### src/rtl/bcd_time_counter_pkg.sv
// Shared constants and helpers for the BCD time-of-day counter.
// Digit limits are BCD-encoded so they compare directly against counter registers.
package bcd_time_counter_pkg;

  localparam logic [7:0] SEC_MAX     = 8'h59;
  localparam logic [7:0] MIN_MAX     = 8'h59;
  localparam logic [7:0] HR_MAX      = 8'h23;
  localparam logic [7:0] NOON_BCD    = 8'h12;
  localparam int         HR12_OFFSET = 12;

  typedef struct packed {
    logic [7:0] hr;
    logic [7:0] min;
    logic [7:0] sec;
  } bcd_time_t;

  // 24-hour BCD hour to 12-hour BCD hour: 00 -> 12, 13..23 -> 01..11.
  function automatic logic [7:0] hr_to_12(input logic [7:0] hr);
    logic [4:0] bin;
    logic [4:0] h12;
    bin = 5'(hr[7:4]) * 5'd10 + 5'(hr[3:0]);
    if (bin == 5'd0)
      h12 = 5'(HR12_OFFSET);
    else if (bin > 5'(HR12_OFFSET))
      h12 = bin - 5'(HR12_OFFSET);
    else
      h12 = bin;
    if (h12 >= 5'd10)
      hr_to_12 = {4'd1, 4'(h12 - 5'd10)};
    else
      hr_to_12 = {4'd0, h12[3:0]};
  endfunction

endpackage

### src/rtl/bcd_time_counter_mod.sv
// Two-digit BCD modulo counter (00..MAX_VAL). carry_out is combinational so a
// chain of these counters ripples seconds -> minutes -> hours on one edge.
module bcd_mod_counter #(
  parameter logic [7:0] MAX_VAL = 8'h59
) (
  input  logic       clk,
  input  logic       rst,
  input  logic       inc,
  input  logic       clear,
  output logic [7:0] value,
  output logic       carry_out
);

  logic at_max;

  assign at_max    = (value == MAX_VAL);
  // clear wins over inc, so a cleared counter never carries.
  assign carry_out = inc && !clear && at_max;

  always_ff @(posedge clk or posedge rst) begin
    if (rst) begin
      value <= 8'h00;
    end else if (clear) begin
      value <= 8'h00;
    end else if (inc) begin
      if (at_max)
        value <= 8'h00;
      else if (value[3:0] == 4'd9)
        value <= {value[7:4] + 4'd1, 4'd0};
      else
        value <= {value[7:4], value[3:0] + 4'd1};
    end
  end

endmodule

### src/rtl/bcd_time_counter.sv
// 24-hour BCD time-of-day counter with a one-second prescaler, manual set mode
// and a 12-hour display view. All inputs are single-cycle pulses, no handshake.
module bcd_time_counter
  import bcd_time_counter_pkg::*;
#(
  parameter int TICKS_PER_SEC = 100000000
) (
  input  logic       clk,
  input  logic       reset,
  input  logic       set_mode,
  input  logic       inc_hr,
  input  logic       inc_min,
  input  logic       clr_sec,
  output logic [7:0] hr_bcd,
  output logic [7:0] min_bcd,
  output logic [7:0] sec_bcd,
  output logic [7:0] hr12_bcd,
  output logic       pm,
  output logic       day_rollover
);

  localparam int             PW   = (TICKS_PER_SEC > 2) ? $clog2(TICKS_PER_SEC) : 1;
  localparam logic [PW-1:0] TERM = PW'(TICKS_PER_SEC - 1);

  logic [PW-1:0] presc;
  logic          sec_tick;
  logic          sec_carry;
  logic          min_carry;
  logic          hr_carry;
  logic          min_inc;
  logic          hr_inc;
  bcd_time_t     now;

  assign sec_tick = !set_mode && (presc == TERM);

  // Set mode freezes the prescaler at 0 so a full second follows its release.
  always_ff @(posedge clk or posedge reset) begin
    if (reset)
      presc <= '0;
    else if (set_mode || clr_sec || sec_tick)
      presc <= '0;
    else
      presc <= presc + PW'(1);
  end

  // In set mode the buttons drive minutes/hours directly and the carry chain is cut.
  assign min_inc = set_mode ? inc_min : sec_carry;
  assign hr_inc  = set_mode ? inc_hr  : min_carry;

  bcd_mod_counter #(.MAX_VAL(SEC_MAX)) u_sec (
    .clk(clk), .rst(reset), .inc(sec_tick), .clear(clr_sec),
    .value(now.sec), .carry_out(sec_carry)
  );

  bcd_mod_counter #(.MAX_VAL(MIN_MAX)) u_min (
    .clk(clk), .rst(reset), .inc(min_inc), .clear(1'b0),
    .value(now.min), .carry_out(min_carry)
  );

  bcd_mod_counter #(.MAX_VAL(HR_MAX)) u_hr (
    .clk(clk), .rst(reset), .inc(hr_inc), .clear(1'b0),
    .value(now.hr), .carry_out(hr_carry)
  );

  always_ff @(posedge clk or posedge reset) begin
    if (reset)
      day_rollover <= 1'b0;
    else
      day_rollover <= hr_carry && !set_mode;
  end

  assign hr_bcd   = now.hr;
  assign min_bcd  = now.min;
  assign sec_bcd  = now.sec;
  assign hr12_bcd = hr_to_12(now.hr);
  assign pm       = (now.hr >= NOON_BCD);

endmodule

### config.mk
export PLATFORM = sky130hd
export DESIGN_NAME = bcd_time_counter
export DESIGN_NICKNAME = d
export VERILOG_FILES = /design/src/rtl/bcd_time_counter_pkg.sv /design/src/rtl/bcd_time_counter_mod.sv /design/src/rtl/bcd_time_counter.sv
export SDC_FILE = /design/constraint.sdc
export NUM_CORES = 1
export LEC_CHECK = 0
export BUFFER_PORTS_ARGS = -buffer_cell sky130_fd_sc_hd__buf_2
export CAP_MARGIN = 20
export CORE_UTILIZATION = 58
export CTS_CLUSTER_SIZE = 10
export DETAILED_ROUTE_END_ITERATION = 7
export PLACE_DENSITY = 0.82
export RECOVER_POWER = 100
export SETUP_SLACK_MARGIN = 0.5
export SYNTH_ARGS = -nofsm -noshare
export SYNTH_HDL_FRONTEND = slang
export SYNTH_SLANG_ARGS = --single-unit
### constraint.sdc
create_clock -name clk -period 3.9 [get_ports clk]
set_input_delay 0.39 -clock clk [delete_from_list [all_inputs] [get_ports clk]]
set_output_delay 0.39 -clock clk [all_outputs]
set_load 0.005 [all_outputs]
==> key figures, run 1 <==
Logic synthesis
  – Post-synth EDFFs: 0
  – Post-Syn Area: 0.00317 mm2
  – Post-synth cell types: 55
  – Gate Count Post-Synth: 337
  – Yosys top cell area share: 41.1%
  – Top area cells in the synthesized netlist: dfrtp_1, ha_1, nor2_1
  – Synth Warn #: 0
  – FF+latch count, synth: 52
  – Sequential area share after synthesis: 41.1%
  – Asr flop ratio synth: 100%
  – Dominant cell type by area after synthesis: dfrtp_1
  – Avg Inst Size Synth: 9.39 um2
  – Main synth FF type: dfrtp_1

STA
  – Worst setup margin: 0.298 ns
  – Setup_tns: 0 ns
  – Slew HR: 21.3%
  – Clock skew: 0.0121 ns
  – Max-slew violation count: 0
  – Unrepaired setup endpoints after global routing: true
  – Final hold vios: 0
  – Crit share post-route: 92.4%
  – Final setup fails: 0
  – Maximum operating frequency: 278 MHz
  – Final min period: 3.60 ns
  – Tightest Pin Transition: 1.17 ns

Setup path
  – Critical path's largest stage delay: 0.49 ns
  – WP data arrival: 3.21 ns
  – CP endpoint kind: output port
  – Critical path cell sequence: ha_4, fa_2, xnor2_2, inv_1, ha_2, or3_4, a211oi_4, a21oi_2, a22oi_1, mux2i_1, buf_2
  – Critical Path Start Type: flip-flop
  – CP required: 3.51 ns
  – CP Class: flip-flop to output port
  – Max FO, Critical Path: 6
  – Slowest library cell on the worst path: dfrtp_1

Clocking
  – TritonCTS clock tree: done
  – H-tree levels: 2
  – Clk Latency, worst-skew pair: 0.31 ns
  – Clock buffer depth: 2
  – Clk slew on worst S/H paths: 0.09 ns
  – Number of buffers created by CTS: 5
  – Root Driver: clkbuf_8
  – Sinks on the clock net: 52

Drt
  – Detailed Routing Iterations Pass 1: 4
  – Antenna-violating nets left: 0
  – Routed WL: 6770 um
  – Routed len/inst: 14.9 um
  – Via-to-Cell Ratio: 5.75
  – # DRC: 0
  – Violation count after the first detailed-route iteration: 156
  – Total number of vias: 2,618

Flow run
  – Max-cap check violation count: 0

GRT
  – Routing usage on met3: 4.76%
  – Initial antenna violation count: 0
  – First-pass GRT wire length: 10,500 um
  – M2 GR Usage: 38.8%
  – Grt total ovfl: 0
  – GRT Overall Usage: 24.0%
  – Largest net degree at the start of global routing: 53
  – Vias in the first global route: 2,314
  – Top Usage Layer GRT: met2
  – GR Util met1: 31.9%

Final layout
  – Layout cell share with drive strength beyond 1: 17.9%
  – Layout area overhead: 14.9%
  – Antenna Cells: 0
  – Final nets: 410
  – Final Instance Area: 0.00364 mm2
  – Final Util: 70.3%

Pwr
  – Max VDD drop: 1.72 mV
  – Leakage: 1.57 nW
  – Pwr per Cell Area: 873 mW/mm2

Floorplanning
  – Initial Util: 61.2%
  – Die Ht: 75.9 um
  – I/O pins: 40
  – Core area: 0.00517 mm2
  – Die area: 0.00576 mm2
  – Site Rows: 26
  – Die Span X: 75.9 um

Placement
  – GP Congestion: 0.781
  – PortBufs: 36
  – Placed cell areas: 0.00338 mm2
  – Hpwl dp: 4470 um
  – Worst slack at placement: 0.294 ns

Min path
  – Hold WC Path Type: input pin to flip-flop

Outcome
  – Status: finished, final reports clean
==> state kept, by name, indices dropped and copies added (netlist names) <==
register	cells
presc	27
u_min.value	8
day_rollover	1
u_sec.value	8
u_hr.value	8
==> layout by cell type, fill, tap and decap left out, types with 4 or more instances in the layout <==
master and count:
o21ai_0 11, a21oi_2 5, or3_1 4, ha_1 14, xnor2_1 8, buf_2 18, nand4_1 4, clkbuf_1 20
nand3_1 23, and3_1 6, nor2_1 47, a31oi_1 4, xor2_1 18, nor4_1 5, nand2_1 32, inv_1 11
nor2b_1 4, clkbuf_8 5, dfrtp_1 51, o31ai_1 4, buf_4 9, nand2b_1 7, a21oi_1 8, mux2_2 6
==> timing repair <==
item                                   4_1_cts  5_1_grt
endpoints found under the hold margin        0        6
setup buffers                                6        5
pin swaps                                    6        9
setup endpoints to repair                    4        4
cloned                                       0        0
hold buffers                                 0        1
gates resized for setup                     15        9
==> per-stage QoR <==
stage	hold slack, ns	power, W	cells
global placement	0.479	0.00217	434
global route	0.384	0.00338	455
floorplan	0.448	0.00180	339
detailed placement	0.474	0.00224	434
finish	0.370	0.00318	455
CTS	0.384	0.00289	448
==> routing by layer <==
layer  vias up  wire (um)
li1       1266          -
met1      1282       3180
met2        54       3250
met3        16        203
met4         0        138
met5         -          0
==> cells by family after synthesis <==
| group | count (synthesis) | synth area share (%) |
|---|---|---|
| other cells | 1 | 0.118 |
| simple gates | 158 | 25.8 |
| flops | 52 | 41.1 |
| mux | 8 | 2.77 |
| compound gates | 47 | 10.7 |
| xor+xnor | 28 | 8.18 |
| buf+inv | 23 | 3.24 |
| fa+ha+maj | 20 | 8.14 |
==> path summary, 6_finish.rpt <==
path | startpoint | endpoint | slack (ns) | cells after the start
max in group asynchronous | reset | presc[23]$_DFF_PP0_ | 2.81 | 4
max reg2reg | u_min.value[1]$_DFFE_PP0P_ | u_hr.value[5]$_DFFE_PP0P_ | 0.62 | 8
max | u_hr.value[4]$_DFFE_PP0P_ | hr12_bcd[2] | 0.30 | 11
min reg2reg | presc[0]$_DFF_PP0_ | presc[0]$_DFF_PP0_ | 0.49 | 1
min | set_mode | presc[6]$_DFF_PP0_ | 0.37 | 2
min in group asynchronous | reset | u_min.value[4]$_DFFE_PP0P_ | 0.56 | 3
==> worst max-delay path: cells and delay by family, from the launching register on <==
kind	cells	cell delay, ns
AO/OA/AOI/OAI	3	0.69
XOR/XNOR	1	0.20
adder cells (fa/ha/maj)	3	0.75
buffers and inverters	2	0.21
flip-flops	1	0.49
multiplexers	1	0.22
AND/OR/NAND/NOR	1	0.34
==> cells in the mapped netlist (all sizes together), types with 6 or more instances <==
cell type and n:
a21oi 13, and3 7, clkbuf 6, dfrtp 52
ha 19, inv 12, mux2 6, nand2 33
nand2b 7, nand3 23, nor2 48, o21ai 11
xnor2 9, xor2 18
==> layout make-up <==
class / instances / area [um2]
tap: 70 / 87.6
timing repair buffer: 49 / 267
multi-input combinational: 264 / 1830
inverter: 12 / 45.0
clock buffer: 6 / 72.6
sequential: 52 / 1300
clock inverter: 2 / 35.0
fill: 397 / 1540
==> power by group <==
group / switching, W / internal, W
logic: 0.00101 / 0.00103
registers: 0.000145 / 0.000614
clock network: 0.000180 / 0.000191
total: 0.00134 / 0.00184
(Power assumes the default switching activity.)
==> run 2, diff against run 1 <==
--- a/config.mk
+++ b/config.mk
@@ -12,6 +12,7 @@
 export DETAILED_ROUTE_END_ITERATION = 7
 export PLACE_DENSITY = 0.82
 export RECOVER_POWER = 100
+export REMOVE_ABC_BUFFERS = 1
 export SETUP_SLACK_MARGIN = 0.5
 export SYNTH_ARGS = -nofsm -noshare
 export SYNTH_HDL_FRONTEND = slang
==> run 2 against run 1 <==
The run now ends with max-capacitance violations, max-slew violations left; final cell count is the same; sequential power barely moved; utilization down 0.85 points; register-to-register slack gained 0.06 ns; clock power fell by 19%; total power is 2.3% higher; largest power group unchanged.
==> key figures, run 2 (synthesis gave the netlist of run 1 again) <==
Drt
  – DR top layer: met4
  – Routed len/inst: 15.1 um (+1.5%)
  – Detailed Routing Iterations Pass 1: 5 (+1)
  – Via-to-Cell Ratio: 5.70 (-0.99%)
  – Routed WL: 6870 um (+1.5%)
  – Met3 Routed Length: 274 um (+35%)
  – Antenna-violating nets left: 0 (unchanged)
  – # DRC: 0 (unchanged)
  – M1 wire length: 3070 um (-3.3%)
  – Total number of vias: 2,592 (-0.99%)
  – Met2 wire len: 3380 um (+4.1%)
  – Violation count after the first detailed-route iteration: 193 (+24%)

Pwr
  – Pwr per Cell Area: 904 mW/mm2 (+3.6%)
  – Total power: 0.00325 W (+2.3%)
  – Leakage: 1.55 nW (-1.5%)
  – Max VDD drop: 2.01 mV (+17%)

Final layout
  – Fill count: 401 (+1.0%)
  – Max reg flops: 27 (unchanged)
  – Largest reg by FF count: presc
  – Final nets: 411 (+0.24%)
  – Layout area overhead: 13.5%
  – Register Area: 0.00130 mm2 (about the same)
  – Commonest non-fill, non-tap cells in the layout: dfrtp_1, nor2_1, nand2_1, nand3_1, clkbuf_1
  – Multi-input gate area: 0.00183 mm2 (+0.14%)
  – Antenna Cells: 0 (unchanged)
  – Layout cell share with drive strength beyond 1: 18.2% (+0.26 points)
  – Leading cell type in the layout, fill and taps excluded: dfrtp_1

STA
  – Tightest Pin Transition: 2.74 ns (+1.57 ns)
  – Final min period: 3.66 ns (+0.0539 ns)
  – Crit share post-route: 93.7% (+1.4 points)
  – Max-slew violation count: 53 (+53)
  – Final setup fails: 0 (unchanged)
  – Final hold vios: 0 (unchanged)
  – Maximum operating frequency: 274 MHz (-1.5%)
  – Clock skew: 0.00851 ns (-0.00359 ns)
  – Slew HR: -83.0% (-100 points)
  – Unrepaired setup endpoints after global routing: true
  – Setup_tns: 0 ns (unchanged)

Floorplanning
  – Die area: 0.00576 mm2 (unchanged)
  – Die Ht: 75.9 um (unchanged)
  – Die Span X: 75.9 um (unchanged)
  – Core area: 0.00517 mm2 (unchanged)
  – I/O pins: 40 (unchanged)
  – Initial Util: 61.2% (unchanged)
  – Site Rows: 26 (unchanged)

Min path
  – Hold_sp: set_mode
  – Hold WC Path Type: input pin to flip-flop

Clocking
  – Clock buffer depth: 2 (unchanged)
  – Sinks on the clock net: 52 (unchanged)
  – Clk slew on worst S/H paths: 0.09 ns (about the same)
  – Number of buffers created by CTS: 5 (unchanged)
  – Clk Latency, worst-skew pair: 0.31 ns (about the same)
  – H-tree levels: 2 (unchanged)
  – Root Driver: clkbuf_8
  – Post-CTS Hold Buffers: 0 (unchanged)
  – TritonCTS clock tree: done

Setup path
  – Crit path to: hr12_bcd[2]
  – R2r endpoint: u_hr.value[4]$_DFFE_PP0P_
  – Worst Setup SP: u_hr.value[4]$_DFFE_PP0P_
  – CP Class: flip-flop to output port
  – Reg2Reg Depth: 8 (unchanged)
  – CP endpoint kind: output port
  – Max FO, Critical Path: 4 (-2)
  – Flop-to-flop setup slack: 0.68 ns (+0.06 ns)
  – Worst r2r src: u_min.value[1]$_DFFE_PP0P_
  – Critical Path Start Type: flip-flop
  – WP data arrival: 3.27 ns (+0.06 ns)
  – CP required: 3.51 ns (about the same)

GRT
  – GRT Overall Usage: 24.9% (+0.87 points)
  – Grt total ovfl: 0 (unchanged)
  – Initial antenna violation count: 0 (unchanged)
  – First-pass GRT wire length: 10,700 um (+2.5%)
  – Largest net degree at the start of global routing: 53 (unchanged)
  – Vias in the first global route: 2,330 (+0.69%)

Outcome
  – Failing checks: max-capacitance violations, max-slew violations
  – Status: finished with violations

Placement
  – Hpwl dp: 4260 um (-4.6%)
  – PortBufs: 36 (unchanged)
  – GP Congestion: 0.843 (+7.9%)

Flow run
  – Max-cap check violation count: 1 (+1)
==> run 2: worst min path at each step <==
stage	end	cells past startpoint	slack, ns
2_1_floorplan	presc[0]$_DFF_PP0_	1	0.45
3_3_place_gp	presc[0]$_DFF_PP0_	1	0.48
6_report	presc[6]$_DFF_PP0_	2	0.36
4_1_cts	u_min.value[5]$_DFFE_PP0P_	3	0.26
5_1_grt	presc[6]$_DFF_PP0_	2	0.38
3_5_place_dp	presc[0]$_DFF_PP0_	1	0.49
==> run 2: what timing repair did <==
action | in CTS | in global routing
resized for setup | 16 | 12
setup buffers | 11 | 2
setup endpoints to repair | 4 | 4
pin swaps | 6 | 4
==> run 2: worst max-delay path, cell delays in order, from the launching register on <==
cell and delay [ns]:
dfrtp_1 0.48, ha_4 0.21, fa_2 0.37, xnor2_2 0.17, inv_1 0.09, ha_2 0.20
or3_4 0.35, a211oi_4 0.23, a21oi_2 0.06, a22oi_1 0.37, mux2i_1 0.28, buf_2 0.14
==> run 2: metrics by stage <==
stage / cell area [um2] / cells / setup slack, ns / util [%] / hold WS [ns]
after detailed placement: 3390 / 435 / 0.233 / 65.6 / 0.485
final: 3590 / 455 / 0.244 / 69.5 / 0.356
after CTS: 3630 / 453 / 0.525 / 70.2 / 0.263
after global routing: 3590 / 455 / 0.139 / 69.5 / 0.380
after floorplan: 3120 / 328 / 0.589 / - / 0.448
after global placement: 3390 / 435 / 0.423 / 65.6 / 0.482
==> run 2: final cells by class <==
class | instances | area share, %
Clock inverter | 1 | 0.139
Timing Repair Buffer | 50 | 6.93
Tap cell | 70 | 2.44
Sequential cell | 52 | 36.3
Inverter | 12 | 1.25
Clock buffer | 6 | 2.02
Multi-Input combinational cell | 264 | 50.9
==> run 2: power by group <==
part	internal, W	switching [W]	total [W]	leakage [nW]
logic	0.00112	0.00108	0.00219	0.815
clock network	0.000123	0.000176	0.000299	0.0410
registers	0.000614	0.000142	0.000757	0.695
==> run 2: per-layer routing <==
| layer | global-route usage, % | vias to the layer above |
|---|---|---|
| li1 | - | 1267 |
| met1 | 32.6 | 1249 |
| met2 | 40.1 | 62 |
| met3 | 5.95 | 14 |
| met4 | 9.05 | 0 |
| met5 | 0 | - |
==> run 3, diff against run 2 <==
--- a/config.mk
+++ b/config.mk
@@ -7,6 +7,7 @@
 export LEC_CHECK = 0
 export BUFFER_PORTS_ARGS = -buffer_cell sky130_fd_sc_hd__buf_2
 export CAP_MARGIN = 20
+export CORE_ASPECT_RATIO = 1.4
 export CORE_UTILIZATION = 58
 export CTS_CLUSTER_SIZE = 10
 export DETAILED_ROUTE_END_ITERATION = 7
==> run 3 against run 2 <==
The run now ends clean; fmax down 0.77%; utilization grew 1.4 points; largest power group unchanged; clock power rose by 11%; first-iteration DRC count shrank 21%; total power up 7.4%; final cell count grew 0.44%; via count rose by 4.3%; combinational power is 10% higher; sequential share of layout area down 0.89 points; setup slack got worse by 0.028 ns; critical path type unchanged.
==> key figures, run 3 (synthesis gave the netlist of run 1 again) <==
Outcome
  – Status: finished, final reports clean

Floorplanning
  – Core area: 0.00520 mm2 (+0.48%)
  – Initial Util: 60.9% (-0.29 points)
  – Die Span X: 64.4 um (-15%)
  – Site Rows: 31 (+19%)
  – Die Ht: 89.4 um (+18%)
  – I/O pins: 40 (unchanged)
  – Die area: 0.00576 mm2 (about the same)

STA
  – Maximum operating frequency: 271 MHz (-0.77%)
  – Final setup fails: 0 (unchanged)
  – Setup_tns: 0 ns (unchanged)
  – Tightest Pin Transition: 1.17 ns (-1.58 ns)
  – Crit share post-route: 94.5% (+0.72 points)
  – Slew HR: 21.5% (+100 points)
  – Worst setup margin: 0.216 ns (-0.0282 ns)
  – Unrepaired setup endpoints after global routing: true
  – Final min period: 3.68 ns (+0.0282 ns)
  – Worst hold margin: 0.388 ns (+0.0315 ns)
  – Clock skew: 0.00330 ns (-0.00521 ns)
  – Final hold vios: 0 (unchanged)
  – Max-slew violation count: 0 (-100%)

Final layout
  – Final nets: 416 (+1.2%)
  – Antenna Cells: 0 (unchanged)
  – Final Util: 70.9% (+1.4 points)
  – Leading cell type in the layout, fill and taps excluded: dfrtp_1
  – Max reg flops: 27 (unchanged)
  – Largest reg by FF count: presc
  – Layout area overhead: 16.4%
  – Commonest non-fill, non-tap cells in the layout: dfrtp_1, nor2_1, nand2_1, nand3_1, buf_2
  – Layout cell share with drive strength beyond 1: 20.7% (+2.5 points)
  – Non-Filler Instances: 457 (+0.44%)

Setup path
  – CP Class: flip-flop to output port
  – Critical path cell sequence: ha_1, fa_2, xnor2_2, buf_4, ha_4, nand2_2, a21oi_2, a21oi_1, ha_1, inv_2, a211oi_2, a22oi_2, xnor2_1, buf_2
  – Slowest library cell on the worst path: dfrtp_1
  – Critical path's largest stage delay: 0.47 ns (about the same)
  – WP data arrival: 3.29 ns (+0.02 ns)
  – Max FO, Critical Path: 5 (+1)
  – CP endpoint kind: output port
  – Critical Path Start Type: flip-flop
  – Reg2Reg Depth: 6 (-2)
  – CP required: 3.51 ns (about the same)
  – Crit-path most repeated cell: ha_1

Pwr
  – Pwr per Cell Area: 947 mW/mm2 (+4.8%)
  – Max VDD drop: 1.65 mV (-18%)
  – Leakage: 1.60 nW (+3.4%)

Clocking
  – Number of buffers created by CTS: 5 (unchanged)
  – TritonCTS clock tree: done
  – Clock buffer depth: 2 (unchanged)
  – Sinks on the clock net: 52 (unchanged)
  – H-tree levels: 2 (unchanged)
  – Clk slew on worst S/H paths: 0.10 ns (about the same)
  – Clk Latency, worst-skew pair: 0.31 ns (about the same)
  – Root Driver: clkbuf_8

GRT
  – Vias in the first global route: 2,577 (+11%)
  – GRT Overall Usage: 26.4% (+1.6 points)
  – First-pass GRT wire length: 11,800 um (+10%)
  – Grt total ovfl: 0 (unchanged)
  – Initial antenna violation count: 0 (unchanged)
  – Largest net degree at the start of global routing: 53 (unchanged)

Drt
  – Detailed Routing Iterations Pass 1: 4 (-1)
  – Violation count after the first detailed-route iteration: 152 (-21%)
  – Via-to-Cell Ratio: 5.92 (+3.9%)
  – # DRC: 0 (unchanged)
  – Total number of vias: 2,704 (+4.3%)
  – Routed len/inst: 16.7 um (+10%)
  – Antenna-violating nets left: 0 (unchanged)
  – Routed WL: 7620 um (+11%)

Placement
  – Worst slack at placement: 0.235 ns (+0.00198 ns)
  – PortBufs: 36 (unchanged)
  – Hpwl dp: 4400 um (+3.2%)
  – Dpl cells: 430 (-1.1%)
  – GP Congestion: 0.850 (+0.79%)

Min path
  – Hold WC Path Type: input pin to flip-flop
  – Worst hold path cell count: 2 (unchanged)

Flow run
  – Max-cap check violation count: 0 (-1)
## run 3: path summary, 6_finish.rpt
| path | from | endpoint | slack [ns] |
|---|---|---|---|
| max in group asynchronous | reset | u_hr.value[6]$_DFFE_PP0P_ | 2.69 |
| min in group asynchronous | reset | u_min.value[1]$_DFFE_PP0P_ | 0.63 |
| worst max-delay path | u_hr.value[4]$_DFFE_PP0P_ | hr12_bcd[1] | 0.22 |
| worst max register to register | presc[8]$_DFF_PP0_ | u_hr.value[5]$_DFFE_PP0P_ | 0.72 |
| worst min register to register | presc[0]$_DFF_PP0_ | presc[0]$_DFF_PP0_ | 0.49 |
| worst min-delay path | set_mode | presc[6]$_DFF_PP0_ | 0.39 |
## run 3: final cells by class
type / count / area, um2
fill: 411 / 1510
tap: 66 / 82.6
clock inverter: 1 / 7.51
sequential: 52 / 1300
clock buffer: 7 / 86.3
multi-input combinational: 264 / 1840
timing repair buffer: 55 / 312
inverter: 12 / 47.5
## run 3: critical path: cells and delay by family (launching register included)
kind	cells	cell delay [ns]
fa+ha+maj	4	1.09
compound gates	4	0.63
flops	1	0.47
xor+xnor	2	0.37
buf+inv	3	0.37
simple gates	1	0.06
## run 3: where the power goes
group | internal (W) | leakage (nW) | switching [W]
clock | 0.000145 | 0.0445 | 0.000186
combinational | 0.00119 | 0.864 | 0.00122
sequential | 0.000614 | 0.695 | 0.000134
## run 3: stage by stage
| stage | power (W) | area, um2 |
|---|---|---|
| after floorplan | 0.00178 | 3120 |
| after global placement | 0.00218 | 3380 |
| after detailed placement | 0.00225 | 3380 |
| after CTS | 0.00304 | 3650 |
| after global routing | 0.00367 | 3680 |
| final | 0.00349 | 3680 |
## run 3: per-layer routing
layer  vias up  global-route usage (%)  share of wire, %
li1       1277                       -                 -
met2        81                    47.9                54
met3        25                    3.83               3.5
met4         0                    12.1               3.6
met1      1321                    30.7                39
met5         -                       0                 0
## run 3: what timing repair did
item | 4_1_cts | 5_1_grt
setup endpoints to repair | 4 | 4
endpoints found under the hold margin | 0 | 9
setup buffers | 12 | 5
resized for setup | 19 | 14
hold buffers | 0 | 1
pin swaps | 6 | 6
